==> src/rtl/latch_decode_rr_fifo.sv <==
// latch_decode_rr_fifo
//   Decode -> register-read pipeline buffer. A DEPTH-entry circular FIFO with
//   valid/ready handshakes on both sides, a global LOCK, and a two-level flush.
//   FLUSH_P1 clears the buffer even under LOCK. FLUSH_P2 yields to LOCK.
//   An entry enqueued with XCPT_IN=1 keeps its PC and cause, and has its
//   instruction and control fields squashed to zero.
//
// Ports
//   CLK, RST                 clock, synchronous active-low reset
//   LOCK                     freeze all buffer state
//   FLUSH_P1 / FLUSH_P2      high / low priority flush
//   IN_VALID / IN_READY      decode-side handshake
//   PC_IN .. XCPT_CAUSE_IN   decoded entry payload
//   OUT_VALID / OUT_READY    RR-side handshake
//   PC_OUT .. XCPT_CAUSE_OUT head entry payload, zero while empty
//   OCCUPANCY                number of valid entries
//   STALL_CNT                cycles with IN_VALID=1 and IN_READY=0
//
// Build option
//   LATCH_DECODE_RR_STALL_CNT_EN : when defined, STALL_CNT is a live 32-bit
//   counter, cleared by reset only. When undefined, STALL_CNT is tied to zero.

module latch_decode_rr_fifo #(
  parameter int ADDR_W  = 40,
  parameter int INST_W  = 32,
  parameter int CTRL_W  = 16,
  parameter int CAUSE_W = 64,
  parameter int DEPTH   = 2,
  parameter int CNT_W   = $clog2(DEPTH + 1)
) (
  input  logic               CLK,
  input  logic               RST,
  input  logic               LOCK,
  input  logic               FLUSH_P1,
  input  logic               FLUSH_P2,
  input  logic               IN_VALID,
  output logic               IN_READY,
  input  logic [ADDR_W-1:0]  PC_IN,
  input  logic [INST_W-1:0]  INST_IN,
  input  logic [CTRL_W-1:0]  CTRL_IN,
  input  logic               XCPT_IN,
  input  logic [CAUSE_W-1:0] XCPT_CAUSE_IN,
  output logic               OUT_VALID,
  input  logic               OUT_READY,
  output logic [ADDR_W-1:0]  PC_OUT,
  output logic [INST_W-1:0]  INST_OUT,
  output logic [CTRL_W-1:0]  CTRL_OUT,
  output logic               XCPT_OUT,
  output logic [CAUSE_W-1:0] XCPT_CAUSE_OUT,
  output logic [CNT_W-1:0]   OCCUPANCY,
  output logic [31:0]        STALL_CNT
);

  localparam int PTR_W = $clog2(DEPTH);

  logic [ADDR_W-1:0]  pc_mem    [DEPTH];
  logic [INST_W-1:0]  inst_mem  [DEPTH];
  logic [CTRL_W-1:0]  ctrl_mem  [DEPTH];
  logic               xcpt_mem  [DEPTH];
  logic [CAUSE_W-1:0] cause_mem [DEPTH];

  logic [PTR_W-1:0] rd_ptr;
  logic [PTR_W-1:0] wr_ptr;
  logic [CNT_W-1:0] count;
  logic             full;
  logic             empty;
  logic             enq;
  logic             deq;
  logic [PTR_W-1:0] rd_ptr_nxt;
  logic [PTR_W-1:0] wr_ptr_nxt;

  // Full/empty come from the counter; equal pointers alone are ambiguous.
  assign full      = (count == CNT_W'(DEPTH));
  assign empty     = (count == '0);
  assign IN_READY  = !full && !LOCK;
  assign OUT_VALID = !empty;
  assign OCCUPANCY = count;

  assign enq = IN_VALID && IN_READY;
  assign deq = OUT_VALID && OUT_READY && !LOCK;

  assign rd_ptr_nxt = (rd_ptr == PTR_W'(DEPTH - 1)) ? '0 : rd_ptr + 1'b1;
  assign wr_ptr_nxt = (wr_ptr == PTR_W'(DEPTH - 1)) ? '0 : wr_ptr + 1'b1;

  // Stale storage is never exposed: the head reads as zero while empty.
  assign PC_OUT         = empty ? '0   : pc_mem[rd_ptr];
  assign INST_OUT       = empty ? '0   : inst_mem[rd_ptr];
  assign CTRL_OUT       = empty ? '0   : ctrl_mem[rd_ptr];
  assign XCPT_OUT       = empty ? 1'b0 : xcpt_mem[rd_ptr];
  assign XCPT_CAUSE_OUT = empty ? '0   : cause_mem[rd_ptr];

  always_ff @(posedge CLK) begin
    if (!RST) begin
      rd_ptr <= '0;
      wr_ptr <= '0;
      count  <= '0;
      for (int i = 0; i < DEPTH; i++) begin
        pc_mem[i]    <= '0;
        inst_mem[i]  <= '0;
        ctrl_mem[i]  <= '0;
        xcpt_mem[i]  <= 1'b0;
        cause_mem[i] <= '0;
      end
    end else if (FLUSH_P1) begin
      rd_ptr <= '0;
      wr_ptr <= '0;
      count  <= '0;
    end else if (!LOCK) begin
      if (FLUSH_P2) begin
        rd_ptr <= '0;
        wr_ptr <= '0;
        count  <= '0;
      end else begin
        if (enq) begin
          pc_mem[wr_ptr]    <= PC_IN;
          inst_mem[wr_ptr]  <= XCPT_IN ? '0 : INST_IN;
          ctrl_mem[wr_ptr]  <= XCPT_IN ? '0 : CTRL_IN;
          xcpt_mem[wr_ptr]  <= XCPT_IN;
          cause_mem[wr_ptr] <= XCPT_CAUSE_IN;
          wr_ptr            <= wr_ptr_nxt;
        end
        if (deq) begin
          rd_ptr <= rd_ptr_nxt;
        end
        case ({enq, deq})
          2'b10:   count <= count + 1'b1;
          2'b01:   count <= count - 1'b1;
          default: count <= count;
        endcase
      end
    end
  end

`ifdef LATCH_DECODE_RR_STALL_CNT_EN
  logic [31:0] stall_cnt;

  // Counts every refused offer, including those refused by LOCK; only reset clears it.
  always_ff @(posedge CLK) begin
    if (!RST) begin
      stall_cnt <= '0;
    end else if (IN_VALID && !IN_READY) begin
      stall_cnt <= stall_cnt + 32'd1;
    end
  end

  assign STALL_CNT = stall_cnt;
`else
  assign STALL_CNT = 32'h0;
`endif

endmodule
==> config.mk <==
export PLATFORM = sky130hd
export DESIGN_NAME = latch_decode_rr_fifo
export DESIGN_NICKNAME = d
export VERILOG_FILES = /design/src/rtl/latch_decode_rr_fifo.sv
export SDC_FILE = /design/constraint.sdc
export NUM_CORES = 1
export LEC_CHECK = 0
export BUFFER_PORTS_ARGS = -buffer_cell sky130_fd_sc_hd__buf_2
export CORE_ASPECT_RATIO = 0.75
export CORE_MARGIN = 2
export CORE_UTILIZATION = 30
export DETAILED_ROUTE_END_ITERATION = 8
export PLACE_DENSITY_LB_ADDON = 0.25
export SKIP_LAST_GASP = 1
export SLEW_MARGIN = 20
export SYNTH_ARGS = -nofsm -noshare
export SYNTH_HDL_FRONTEND = slang
export SYNTH_SLANG_ARGS = --single-unit
==> constraint.sdc <==
create_clock -name CLK -period 9.1 [get_ports CLK]
set_input_delay 1.82 -clock CLK [delete_from_list [all_inputs] [get_ports CLK]]
set_output_delay 1.82 -clock CLK [all_outputs]
set_load 0.02 [all_outputs]
==> out/qor.txt <==
Synth Area in Adders - 0%
Hold_buf cts - 0
EDFF count, synth - 304
CTS Buffer Depth - 3
Clock latency on the worst-skew pair - 510 ps
Mapped Avg Cell Area - 13.16 um2
TritonCTS Sinks - 311
Simple-Gate Fraction of Synth Area - 18.99%
Leak - 7.119 nW
Synth Register Bits - 311
Max VDD drop - 0.0001002 V
Most frequent cells in the layout - buf_2, edfxtp_1, and2_1
Post-Synthesis Cell Area - 14260 um2
Min Tclk post-route - 4637 ps
Die Width - 255.7 um
Clock slew at reported path FFs - 60 ps
Share of cells above drive strength 1 - 27.62%
Grt ovf - 0
Worst-margin pin slew - 954.2 ps
Routed length per instance - 17.57 um
Peak Freq - 0.2157 GHz
Worst EP arrival - 2820 ps
Overall routing resource usage - 14.16%
Max-cap viol count - 0
Part of the power in the clock network - 42.8%
Initial drt markers - 409
Final max-slew violation count - 0
Drt drc - 0
DRT Wirelength - 35790 um
I/O pin cnt - 349
Setup violators final - 0
Die height - 192.8 um
Min-Delay Path Class - register to register
Seq pwr share - 52.3%
Worst Setup End Kind - output pin
Post-DP HPWL - 20930 um
Setup_tns - 0 ps
First-pass GRT wire length - 54020 um
Multiplexer area fraction after synthesis - 10.95%
Status - complete, no violations
Asr flop ratio synth - 0%
Detailed-route via count - 9081
Combinational fraction of design power - 4.8%
Synth Warn # - 0
Cts bufs inserted - 36
Synth Instances - 1083
Layout area overhead - 21.79%
Power Dens Cells - 179.2 nW/um2
Power Total - 3.112 mW
CTS resizes - 0
RePlAce Congestion - 0.7331
Clock skew - 9.064 ps
Worst hold margin - 469.9 ps
CTS tree - yes
Commonest non-fill, non-tap cell in the layout - buf_2
Synth Area in Compound Gates - 0.5178%
Core Rows - 69
Post-synth top area share - 64.03%
Synth cell types - 39
Switching Fraction - 21.67%
Max FO, Critical Path - 113
Largest area contributor in the netlist - edfxtp_1
Core Region - 47140 um2
Vias per cell - 4.458
Worst relative slew slack - 36.39%
Port bufs - 316
Clock root buffer - clkbuf_16
Setup crit start kind - register
Part of the cycle the worst path needs - 50.95%
H-tree depth - 2
Post-CTS setup buffers - 0
Worst Setup Path Type - register to output pin
RSZ-0062 raised after global routing - no
Pin count of the biggest net entering global routing - 114
Pint - 2.438 mW
Routed Antenna Nets - 0
Register area share after synthesis - 65.01%
DR pass1 iterations - 4
Top cells by area, synth - edfxtp_1, mux2i_1, and2_1, nor2_1, and3_1
Xor/xnor cell area share of the yosys netlist - 0.06143%
Post-synth top flop - edfxtp_1
Initial antenna violation count - 7
Final hold violation count - 0
Net Switching - 674.5 uW
DIE AREA - 49300 um2
Largest family of logic cells by synthesized area - simple AND/OR/NAND/NOR gates
Post-layout net count - 1530
Vias in the first global route - 9257
CP Data Required Time - 7280 ps
Starting Density - 30.25%
metal layers:
layer	share of wire (%)	vias up	GRT usage [%]
li1	-	4328	-
met1	47	4466	19.36
met2	46	235	22.50
met3	6.0	46	3.822
met4	1.4	6	3.171
met5	0.12	-	0
final timing paths:
kind / slack [ps] / startpoint / endpoint / cells after the start
setup / recovery: 4460 / register / XCPT_CAUSE_OUT[37] / 4
hold / removal: 470 / xcpt_mem[0]$_DFF_P_ / xcpt_mem[0]$_DFF_P_ / 2
setup reg to reg: 5900 / OCCUPANCY[0]$_SDFFE_PP0P_ / pc_mem[1][4]$_SDFFCE_PN0P_ / 4
hold reg to reg: 470 / xcpt_mem[0]$_DFF_P_ / xcpt_mem[0]$_DFF_P_ / 2
sequential cells by signal (all words and copies together), names as in the netlist, named ones only:
signal	flops
OCCUPANCY	2
pc_mem	80
wr_ptr	1
rd_ptr	1
cause_mem	128
xcpt_mem	2
inst_mem	64
ctrl_mem	32
logic make-up after synthesis:
| kind of cell | after synthesis |
|---|---|
| multiplexers | 156 |
| XOR/XNOR | 1 |
| flip-flops | 311 |
| AND/OR/NAND/NOR | 490 |
| AO/OA/AOI/OAI | 10 |
| other | 1 |
| buffers and inverters | 114 |
power by group through the flow:
| stage | Sequential (mW) | Clock (mW) | Combinational, mW |
|---|---|---|---|
| 2_1_floorplan | 1.67 | 0 | 0.0884 |
| 3_3_place_gp | 1.66 | 0 | 0.152 |
| 3_5_place_dp | 1.66 | 0 | 0.154 |
| 4_1_cts | 1.63 | 1.38 | 0.154 |
| 5_1_grt | 1.63 | 1.43 | 0.168 |
| 6_report | 1.63 | 1.33 | 0.150 |
worst max-delay path, cell delays in order (launching register included):
cell and delay [ps]:
dfxtp_4 860, buf_12 680, mux2i_1 290, nor2_1 80
buf_2 190
cell type report:
class	instances	area, um2
Fill cell	4704	29770
Sequential cell	311	9273
Multi-Input combinational cell	689	4509
Timing Repair Buffer	329	1699
Clock buffer	48	967.2
Tap cell	639	799.5
Clock inverter	14	95.09
Inverter	3	11.26
Antenna cell	4	10.01
per-stage QoR:
step	util (%)	worst slack, ps	instance area, um2	cells
global route	36.82	4269	17350	2033
CTS	36.81	4370	17350	2033
floorplan	-	2316	14370	1114
global placement	34.55	4444	16280	1971
finish	36.84	4463	17360	2037
detailed placement	34.55	4450	16290	1971
synthesized netlist by cell type, types with 3 or more instances:
cell type and instances:
nor2_1 159, nand2b_1 7, buf_6 5, mux2i_1 156
inv_1 3, buf_1 3, and3_1 94, nand2_1 5
clkbuf_1 43, buf_4 37, clkbuf_2 5, and2_1 208
dfxtp_1 7, buf_2 18, edfxtp_1 304
Power figures use the tool's default switching activity.
